<file path="src/rtl/fp_root_sched_if.sv">
// Bundle of request, engine and response signals for fp_root_sched.
// The slave modport is the scheduler's view; master is the environment's
// view (requesters, engine model, response sink).
interface fp_root_sched_if #(
  parameter int unsigned NREQ = 4,
  parameter int unsigned IDW  = 2
);
  logic [NREQ-1:0]      req_valid;
  logic [NREQ-1:0]      req_ready;
  logic [32*NREQ-1:0]   req_a;
  logic [32*NREQ-1:0]   req_b;
  logic                 eng_start;
  logic [31:0]          eng_a;
  logic [31:0]          eng_b;
  logic                 eng_done;
  logic [31:0]          eng_result;
  logic                 rsp_valid;
  logic                 rsp_ready;
  logic [IDW-1:0]       rsp_id;
  logic [31:0]          rsp_data;
  logic                 rsp_err;
  logic                 busy;

  modport slave (
    input  req_valid, req_a, req_b, eng_done, eng_result, rsp_ready,
    output req_ready, eng_start, eng_a, eng_b, rsp_valid, rsp_id, rsp_data, rsp_err, busy
  );

  modport master (
    output req_valid, req_a, req_b, eng_done, eng_result, rsp_ready,
    input  req_ready, eng_start, eng_a, eng_b, rsp_valid, rsp_id, rsp_data, rsp_err, busy
  );
endinterface

</file>
<file path="src/rtl/fp_root_sched.sv">
// Round-robin scheduler sharing one multi-cycle FP32 nth-root engine
// (a^(1/b)) between NREQ requesters. Special operands are answered locally
// without touching the engine. Optional WAIT watchdog: ROOT_TIMEOUT_EN.
module fp_root_sched #(
  parameter int unsigned NREQ    = 4,
  parameter int unsigned IDW     = 2,
  parameter int unsigned TMO_CYC = 255
) (
  input logic            clk,
  input logic            rst_n,
  fp_root_sched_if.slave bus
);

  if (NREQ < 2 || NREQ > 8 || (1 << IDW) < NREQ || TMO_CYC < 1) begin : g_param_check
    $error("fp_root_sched: illegal parameter combination");
  end

  typedef enum logic [2:0] {StIdle, StGrant, StIssue, StWait, StResp} state_e;

  state_e         state_q, state_d;
  logic [IDW-1:0] rr_ptr_q, rr_ptr_d;
  logic [IDW-1:0] id_q, id_d;
  logic [31:0]    a_q, a_d;
  logic [31:0]    b_q, b_d;
  logic [31:0]    data_q, data_d;
  logic           err_q, err_d;

  logic [NREQ-1:0] req_ready;
  logic            eng_start;
  logic            rsp_valid;

  logic           found;
  logic [IDW-1:0] win;
  logic [IDW-1:0] idx;
  logic [31:0]    win_a, win_b;
  logic           special;
  logic [31:0]    special_val;

`ifdef ROOT_TIMEOUT_EN
  localparam int unsigned TmoW = (TMO_CYC > 255) ? $clog2(TMO_CYC + 1) : 8;
  logic [TmoW-1:0] tmo_q, tmo_d;
`endif

  // Round-robin search: first valid requester above rr_ptr, wrapping.
  always_comb begin
    found = 1'b0;
    win   = '0;
    idx   = '0;
    for (int k = 1; k <= int'(NREQ); k++) begin
      idx = IDW'((int'(rr_ptr_q) + k) % int'(NREQ));
      if (!found && bus.req_valid[idx]) begin
        found = 1'b1;
        win   = idx;
      end
    end
  end

  assign win_a = bus.req_a[32*int'(win) +: 32];
  assign win_b = bus.req_b[32*int'(win) +: 32];

  // Classify the operands being latched; first matching rule wins.
  always_comb begin
    logic a_nan, b_nan, b_zero, a_pinf, a_neg, a_zero;
    a_nan  = (win_a[30:23] == 8'hFF) && (win_a[22:0] != '0);
    b_nan  = (win_b[30:23] == 8'hFF) && (win_b[22:0] != '0);
    b_zero = (win_b[30:0] == '0);
    a_pinf = (win_a == 32'h7F80_0000);
    a_zero = (win_a[30:0] == '0);
    a_neg  = win_a[31] && !a_zero;
    special     = 1'b1;
    special_val = 32'h7FFF_FFFF;
    if (a_nan || b_nan) begin
      special_val = 32'h7FFF_FFFF;
    end else if (b_zero) begin
      special_val = 32'h7FFF_FFFF;
    end else if (a_pinf) begin
      special_val = 32'h7F80_0000;
    end else if (a_neg) begin
      special_val = 32'h7FFF_FFFF;
    end else if (a_zero) begin
      special_val = 32'h0000_0000;
    end else begin
      special = 1'b0;
    end
  end

  // Next-state and handshake outputs.
  always_comb begin
    state_d   = state_q;
    rr_ptr_d  = rr_ptr_q;
    id_d      = id_q;
    a_d       = a_q;
    b_d       = b_q;
    data_d    = data_q;
    err_d     = err_q;
    req_ready = '0;
    eng_start = 1'b0;
    rsp_valid = 1'b0;
`ifdef ROOT_TIMEOUT_EN
    tmo_d     = tmo_q;
`endif
    unique case (state_q)
      StIdle: begin
        if (|bus.req_valid) state_d = StGrant;
      end
      StGrant: begin
        if (found) begin
          req_ready[win] = 1'b1;
          rr_ptr_d       = win;
          id_d           = win;
          a_d            = win_a;
          b_d            = win_b;
          if (special) begin
            data_d  = special_val;
            err_d   = 1'b1;
            state_d = StResp;
          end else begin
            state_d = StIssue;
          end
        end else begin
          // Requests withdrawn between IDLE and GRANT.
          state_d = StIdle;
        end
      end
      StIssue: begin
        eng_start = 1'b1;
        state_d   = StWait;
`ifdef ROOT_TIMEOUT_EN
        tmo_d     = '0;
`endif
      end
      StWait: begin
        if (bus.eng_done) begin
          data_d  = bus.eng_result;
          err_d   = 1'b0;
          state_d = StResp;
        end
`ifdef ROOT_TIMEOUT_EN
        else begin
          tmo_d = tmo_q + 1'b1;
          if (tmo_q == TmoW'(TMO_CYC - 1)) begin
            data_d  = 32'h7FFF_FFFF;
            err_d   = 1'b1;
            state_d = StResp;
          end
        end
`endif
      end
      StResp: begin
        rsp_valid = 1'b1;
        if (bus.rsp_ready) state_d = StIdle;
      end
      default: state_d = StIdle;
    endcase
  end

  // State and job registers; reset drops any job in flight.
  always_ff @(posedge clk or negedge rst_n) begin
    if (!rst_n) begin
      state_q  <= StIdle;
      rr_ptr_q <= IDW'(NREQ - 1);
      id_q     <= '0;
      a_q      <= '0;
      b_q      <= '0;
      data_q   <= '0;
      err_q    <= 1'b0;
    end else begin
      state_q  <= state_d;
      rr_ptr_q <= rr_ptr_d;
      id_q     <= id_d;
      a_q      <= a_d;
      b_q      <= b_d;
      data_q   <= data_d;
      err_q    <= err_d;
    end
  end

`ifdef ROOT_TIMEOUT_EN
  // Watchdog counter for the WAIT state.
  always_ff @(posedge clk or negedge rst_n) begin
    if (!rst_n) tmo_q <= '0;
    else        tmo_q <= tmo_d;
  end
`endif

  // Operands stay on the engine bus from ISSUE through WAIT.
  assign bus.req_ready = req_ready;
  assign bus.eng_start = eng_start;
  assign bus.eng_a     = a_q;
  assign bus.eng_b     = b_q;
  assign bus.rsp_valid = rsp_valid;
  assign bus.rsp_id    = id_q;
  assign bus.rsp_data  = data_q;
  assign bus.rsp_err   = err_q;
  assign bus.busy      = (state_q != StIdle);

endmodule

</file>
<file path="src/flat_wrapper.sv">
// flat-port wrapper written by rule: the top's interface ports become plain ports
module fp_root_sched_flat 
#(
  parameter int unsigned NREQ    = 4,
  parameter int unsigned IDW     = 2,
  parameter int unsigned TMO_CYC = 255
)
  (clk, rst_n, bus_req_valid, bus_req_a, bus_req_b, bus_eng_done, bus_eng_result, bus_rsp_ready, bus_req_ready, bus_eng_start, bus_eng_a, bus_eng_b, bus_rsp_valid, bus_rsp_id, bus_rsp_data, bus_rsp_err, bus_busy);
  fp_root_sched_if #(.NREQ(NREQ), .IDW(IDW)) bus_i ();
  input logic clk;
  input logic rst_n;
  input wire logic [$bits(bus_i.req_valid)-1:0] bus_req_valid;
  input wire logic [$bits(bus_i.req_a)-1:0] bus_req_a;
  input wire logic [$bits(bus_i.req_b)-1:0] bus_req_b;
  input wire logic [$bits(bus_i.eng_done)-1:0] bus_eng_done;
  input wire logic [$bits(bus_i.eng_result)-1:0] bus_eng_result;
  input wire logic [$bits(bus_i.rsp_ready)-1:0] bus_rsp_ready;
  output wire logic [$bits(bus_i.req_ready)-1:0] bus_req_ready;
  output wire logic [$bits(bus_i.eng_start)-1:0] bus_eng_start;
  output wire logic [$bits(bus_i.eng_a)-1:0] bus_eng_a;
  output wire logic [$bits(bus_i.eng_b)-1:0] bus_eng_b;
  output wire logic [$bits(bus_i.rsp_valid)-1:0] bus_rsp_valid;
  output wire logic [$bits(bus_i.rsp_id)-1:0] bus_rsp_id;
  output wire logic [$bits(bus_i.rsp_data)-1:0] bus_rsp_data;
  output wire logic [$bits(bus_i.rsp_err)-1:0] bus_rsp_err;
  output wire logic [$bits(bus_i.busy)-1:0] bus_busy;
  assign bus_i.req_valid = bus_req_valid;
  assign bus_i.req_a = bus_req_a;
  assign bus_i.req_b = bus_req_b;
  assign bus_i.eng_done = bus_eng_done;
  assign bus_i.eng_result = bus_eng_result;
  assign bus_i.rsp_ready = bus_rsp_ready;
  assign bus_req_ready = bus_i.req_ready;
  assign bus_eng_start = bus_i.eng_start;
  assign bus_eng_a = bus_i.eng_a;
  assign bus_eng_b = bus_i.eng_b;
  assign bus_rsp_valid = bus_i.rsp_valid;
  assign bus_rsp_id = bus_i.rsp_id;
  assign bus_rsp_data = bus_i.rsp_data;
  assign bus_rsp_err = bus_i.rsp_err;
  assign bus_busy = bus_i.busy;
  fp_root_sched #(.NREQ(NREQ), .IDW(IDW), .TMO_CYC(TMO_CYC)) u_core (.clk(clk), .rst_n(rst_n), .bus(bus_i));
endmodule
</file>
<file path="config.mk">
export PLATFORM = sky130hd
export DESIGN_NAME = fp_root_sched_flat
export DESIGN_NICKNAME = d
export VERILOG_FILES = /design/src/rtl/fp_root_sched_if.sv /design/src/rtl/fp_root_sched.sv /design/src/flat_wrapper.sv
export SDC_FILE = /design/constraint.sdc
export NUM_CORES = 1
export LEC_CHECK = 0
export ABC_AREA = 1
export BUFFER_PORTS_ARGS = -buffer_cell sky130_fd_sc_hd__buf_2
export CAP_MARGIN = 20
export CORE_AREA = 2 2 154 156
export CTS_CLUSTER_SIZE = 28
export DETAILED_ROUTE_END_ITERATION = 16
export DIE_AREA = 0 0 156 158
export MAX_ROUTING_LAYER = met4
export PLACE_DENSITY = 0.66
export SYNTH_ARGS = -nofsm -noshare
export SYNTH_HDL_FRONTEND = slang
export SYNTH_SLANG_ARGS = --single-unit
</file>
<file path="constraint.sdc">
create_clock -name clk -period 3.12 [get_ports clk]
set_input_delay 0.624 -clock clk [delete_from_list [all_inputs] [get_ports clk]]
set_output_delay 0.624 -clock clk [all_outputs]
set_load 0.01 [all_outputs]
</file>
==> results of run 1 <==
[routing by layer]
| layer | vias up | track usage | part of all wire | wire length, um |
|---|---|---|---|---|
| met5 | - | - | 0 | 0 |
| li1 | 4976 | - | - | - |
| met1 | 4908 | 0.3213 | 0.39 | 14590 |
| met4 | 0 | 0.09480 | 0.041 | 1519 |
| met3 | 120 | 0.03750 | 0.073 | 2746 |
| met2 | 584 | 0.4753 | 0.50 | 18590 |
[state kept, by name, indices dropped and copies added (netlist names)]
| name | count |
|---|---|
| u_core.rr_ptr_q | 2 |
| u_core.bus.rsp_err | 1 |
| u_core.bus.rsp_data | 32 |
| u_core.bus.eng_a | 32 |
| u_core.state_q | 3 |
| u_core.bus.rsp_id | 2 |
| u_core.bus.eng_b | 32 |
[stage by stage]
step                      TNS (ns)  hold WS, ns  worst slack, ns
after floorplan                  0       0.3284           0.2604
after global placement      -21.26       0.4592          -0.6254
after detailed placement    -24.14       0.4681          -0.7314
after CTS                   -8.667       0.2703          -0.2653
after global routing        -19.37       0.2964          -0.5601
final                       -12.15       0.2597          -0.3755
[kinds of logic after synthesis]
| kind of cell | after synthesis |
|---|---|
| buf+inv | 137 |
| flops | 104 |
| compound gates | 79 |
| simple gates | 870 |
[critical path, stage by stage, from the launching register on]
cell and delay [ns]:
dfstp_2 0.60, buf_6 0.13, nand2_1 0.06, nand2_2 0.09
nand2_1 0.08, nand2_2 0.08, nand2_2 0.07, nand4_1 0.10
buf_6 0.15, nand2_8 0.06, buf_12 0.14, buf_12 0.14
buf_12 0.14, nand2_1 0.10, nand3_2 0.10, nand2_2 0.10
nand2_2 0.06, nor2_2 0.12, nand2_2 0.11, nor2_4 0.12
and2_4 0.14, nand4_1 0.14, nand2_4 0.19, clkbuf_16 0.17
nand2_1 0.06, nand2_2 0.06, nand2_1 0.05
[placed cells by master (no fill, tap or decap), types with 5 or more instances in the layout]
cell,instances
a31oi_1,20
buf_12,25
buf_16,5
buf_2,400
buf_4,148
buf_6,19
buf_8,8
clkbuf_16,24
dfrtp_1,102
diode_2,6
inv_1,48
nand2_1,361
nand2_2,124
nand2_4,29
nand2_8,6
nand3_1,170
nand3_2,56
nand3_4,7
nand3b_1,12
nand4_1,11
nor2_1,59
nor2_2,20
nor2_4,13
o21ai_0,48
[cell type report]
| cell class | count | area, um2 |
|---|---|---|
| clock buffer | 9 | 225.2 |
| tap | 290 | 362.8 |
| multi-input combinational | 953 | 5316 |
| sequential | 104 | 2605 |
| inverter | 56 | 220.2 |
| clock inverter | 7 | 72.57 |
| antenna | 6 | 15.01 |
| timing repair buffer | 620 | 4461 |
| fill | 2139 | 9774 |
[how the worst max path moves through the flow]
| stage | start | endpoint | slack, ns | depth (start not counted) |
|---|---|---|---|---|
| 4_1_cts | u_core.rr_ptr_q[0]$_DFFE_PN1P_ | u_core.bus.rsp_data[0]$_DFFE_PN0P_ | -0.27 | 29 |
| 3_5_place_dp | bus_req_valid[3] | u_core.bus.rsp_data[25]$_DFFE_PN0P_ | -0.73 | 25 |
| 5_1_grt | u_core.rr_ptr_q[0]$_DFFE_PN1P_ | u_core.bus.rsp_data[30]$_DFFE_PN0P_ | -0.56 | 29 |
| 6_report | u_core.rr_ptr_q[0]$_DFFE_PN1P_ | u_core.bus.rsp_data[15]$_DFFE_PN0P_ | -0.38 | 26 |
| 3_3_place_gp | bus_req_valid[2] | u_core.bus.rsp_data[26]$_DFFE_PN0P_ | -0.63 | 25 |
| 2_1_floorplan | u_core.rr_ptr_q[0]$_DFFE_PN1P_ | u_core.bus.rsp_data[25]$_DFFE_PN0P_ | 0.26 | 27 |
[timing repair]
item,CTS,global route
gates resized for setup,124,245
pin swaps,30,115
buffers inserted,56,34
gates cloned,10,18
endpoints found under the setup margin,39,43
==> out/metrics.cfg, run 1 <==
[placement]
place_congestion=0.9339
hpwlAfterDp_mm=24.17
placed_area_um2=10370
port_buffers=401
dp.cells=1916

[final_layout]
stdcell_count=2045
area_growth_syn_to_layout_pct=80.88
fin_area_um2=13280
final_nets=2040
drive_above_1_share=0.5220
utilization=0.5760

[yosys]
synth-main-ff-cell=dfrtp_1
avgSynthCellArea_um2=6.169
yosysMostFrequentCell=nand2_1
synth_cells=1190
yosysUniqueCellTypes=27
synth_xor_area_frac=0
ys_ff_latch=104
synthAdderAreaFrac=0
syn-num-nets=1486
synth_top_family_by_area=simple AND/OR/NAND/NOR gates
synthArstFlopShare=1.000
synth_simple_gate_area_frac=0.4980
synth.mux.area_fraction=0
netlist_top_cells_area=dfrtp_1, nand2_1, nand3_1
synth_top_area_frac=0.3477
synth_edf_count=0
syn_area_um2=7341
yosysSeqAreaShare=0.3549
synth_warnings=0
synthTopCellsByCount=nand2_1, nand3_1, dfrtp_1
yosysTopAreaCell=dfrtp_1
synth_compound_area_frac=0.05931

[floorplanning]
die_y_um=158
die_x_um=156
io-pin-count=402
rows=56
fp.dieArea_um2=24650
core_area_um2=23050
start_util=0.3184

[min_path]
min_path_type=in -> async

[global_routing]
first_global_vias=9635
track_usage=0.2715
grt_start_max_net_pins=88
grt_antenna_before_repair=5
grt_pass1_wl_mm=50.09
grt-ovfl-total=0

[drt]
viasPerCell=5.178
vias=10590
wl_per_cell_um=18.31
firstDrtPassIters=6
wirelength_mm=37.44
drt_iter0_drc=817
drc=0
ant_nets=0

[timing]
setup_viol=41
slew_violations=0
fin_ws_ns=-0.3755
rsz0062_at_grt=true
max_freq_mhz=286.1
final.setup_skew_ns=0.02381
worst_pin_slew_ns=0.9264
hold_viol_final=0
finalCriticalPeriod_ns=3.496
relSlewSlack=0.3786
fin_crit_sh=1.120

[clock_tree]
root_buffer=clkbuf_16
holdBufCountCts=0
h-tree-depth=3
cts_inserted_buffers=9
cts_tree=done
clock_sinks=104
clk_path_buf_depth=2
clk_pin_slew_ns=0.08
worstSkewPairLatency_ns=0.37

[critical_path]
crit_type=reg -> reg
cp-end-kind=flip-flop
crit_fanout=14
timing.rr.start=u_core.rr_ptr_q[0]$_DFFE_PN1P_
arrival_ns=3.75
r2r_slack_ns=-0.38
critPathLaunchType=flip-flop
reg2regPathDepth=26
rr_endpoint=u_core.bus.rsp_data[15]$_DFFE_PN0P_
cp.required_ns=3.37

[outcome]
status=finished with violations
violations=negative setup slack

[job]
max-cap-violations=0

Power of run 1 is left out: the tool's default activity adds up to more than one toggle a clock period on the data nets, which glitch-free logic cannot reach.
==> run 2, diff against run 1 <==
--- a/config.mk
+++ b/config.mk
@@ -13,7 +13,6 @@
 export DETAILED_ROUTE_END_ITERATION = 16
 export DIE_AREA = 0 0 156 158
 export MAX_ROUTING_LAYER = met4
-export PLACE_DENSITY = 0.66
 export SYNTH_ARGS = -nofsm -noshare
 export SYNTH_HDL_FRONTEND = slang
 export SYNTH_SLANG_ARGS = --single-unit
==> out/metrics.cfg, run 2 (synthesized netlist as in run 1, its figures left out) <==
[critical_path]
crit_chain=buf_12 -> nand2_4 -> nand2_4 -> nand2_4 -> buf_4 -> nand4_1 -> nand2_1 -> nor2_4 -> buf_4 -> buf_12 -> nand2_2 -> buf_4 -> buf_4 -> buf_4 -> buf_4 -> buf_4 -> buf_4 -> buf_4 -> buf_4 -> buf_4 -> buf_4 -> buf_4 -> a31oi_1
crit_start=u_core.rr_ptr_q[0]$_DFFE_PN1P_
cpPeakStageDelay_ns=0.59
r2r_slack_ns=-0.38
path_common_cell=buf_4
cp-end-kind=flip-flop
cp.required_ns=3.40
crit_fanout=12
rr_endpoint=u_core.bus.eng_b[11]$_DFFE_PN0P_
reg2regPathDepth=23
timing.rr.start=u_core.rr_ptr_q[0]$_DFFE_PN1P_
crit_type=reg -> reg
arrival_ns=3.78
cp_slowest_cell=dfstp_2
critPathLaunchType=flip-flop

[drt]
viasPerCell=5.052
ant_nets=0
drc=0
drt_iter0_drc=802
wirelength_mm=37.30
wl_per_cell_um=18.20
vias=10360
firstDrtPassIters=6

[floorplanning]
die_x_um=156
rows=56
start_util=0.3184
fp.dieArea_um2=24650
io-pin-count=402
core_area_um2=23050
die_y_um=158

[global_routing]
grt_start_max_net_pins=88
grt_antenna_before_repair=8
first_global_vias=9695
track_usage=0.2820
grt-ovfl-total=0
grt_pass1_wl_mm=52.01

[timing]
fin_crit_sh=1.122
max_freq_mhz=285.6
fin_ws_ns=-0.3818
setup_viol=42
worst_pin_slew_ns=0.8280
hold_viol_final=0
slew_violations=0
final.setup_skew_ns=0.01446
rsz0062_at_grt=true
finalCriticalPeriod_ns=3.502
relSlewSlack=0.4446

[final_layout]
final_nets=2041
fillerInstances=2172
mostFrequentLayoutCell=buf_2
utilization=0.5686
area_growth_syn_to_layout_pct=78.54
drive_above_1_share=0.4931
seqCellArea_um2=2605
multi_input_area_um2=5036
final_cell_mix=buf_2, nand2_1, nand3_1, buf_4, dfrtp_1

[min_path]
min_path_type=in -> async

[clock_tree]
cts_inserted_buffers=9
clk_pin_slew_ns=0.08
root_buffer=clkbuf_16
holdBufCountCts=0
clock_sinks=104
worstSkewPairLatency_ns=0.37
clk_path_buf_depth=2
cts_tree=done
h-tree-depth=3

[placement]
port_buffers=401
place_congestion=0.9170
hpwlAfterDp_mm=24.75

[outcome]
status=finished with violations
violations=negative setup slack

[job]
max-cap-violations=0

run 2: cell count changes in the layout (fill, tap and decap cells not counted), sizes merged:
| cell | delta |
|---|---|
| buf | +4 |
| diode | +4 |
| inv | -3 |
| clkinv | +2 |
| bufbuf | +1 |
| bufinv | +1 |
| clkbuf | -1 |
| clkinvlp | -1 |
| nand2 | -1 |
| nand3 | -1 |
run 2: worst max path at each step:
stage                                     endpoint  slack, ns  depth (start not counted)
2_1_floorplan  u_core.bus.rsp_data[25]$_DFFE_PN0P_       0.26                         27
3_3_place_gp   u_core.bus.rsp_data[22]$_DFFE_PN0P_      -0.61                         21
3_5_place_dp   u_core.bus.rsp_data[10]$_DFFE_PN0P_      -0.62                         21
4_1_cts         u_core.bus.rsp_data[0]$_DFFE_PN0P_      -0.26                         27
5_1_grt        u_core.bus.rsp_data[23]$_DFFE_PN0P_      -0.55                         28
6_report          u_core.bus.eng_b[11]$_DFFE_PN0P_      -0.38                         23
run 2: timing repair:
action                                  in CTS  in global routing
pin swaps                                   27                 63
hold endpoints to repair                     0                  0
gates cloned                                 9                 14
resized for setup                          100                207
setup buffers                               65                 25
endpoints found under the setup margin      39                 43
run 2: area by class of cell:
type | count | share of cell area
flip-flops and latches | 104 | 0.1988
diodes | 10 | 0.001909
multi-input cells | 951 | 0.3842
repair buffers | 623 | 0.3477
clock inverters | 6 | 0.005251
inverters | 56 | 0.01699
clock buffers | 10 | 0.01747
well taps | 290 | 0.02769
run 2: per-layer routing:
layer  wire [um]  global-route usage  share of wire
met1       14600              0.3327           0.39
met2       18460              0.4846           0.49
met3        2949             0.04626          0.079
met4        1294              0.1083          0.035
met5           0                   -              0
run 2: metrics by stage:
step / instances / setup slack (ns) / instance area (um2) / TNS [ns] / hold WS (ns)
after floorplan: 1190 / 0.2604 / 7341 / 0 / 0.3284
after global placement: 1913 / -0.6145 / 10420 / -20.53 / 0.4628
after detailed placement: 1913 / -0.6170 / 10420 / -20.44 / 0.4624
after CTS: 2003 / -0.2562 / 11780 / -8.675 / 0.2553
after global routing: 2048 / -0.5481 / 13100 / -19.76 / 0.2811
final: 2050 / -0.3818 / 13110 / -12.17 / 0.2387
run 2: worst max-delay path: cells and delay by family, from the launching register on:
family	cells	cell delay [ns]
DFF	1	0.59
AOI/OAI and AO/OA	1	0.14
and+or+nand+nor	7	0.68
buffers and inverters	15	2.01
Power of run 2 is left out for the same reason.
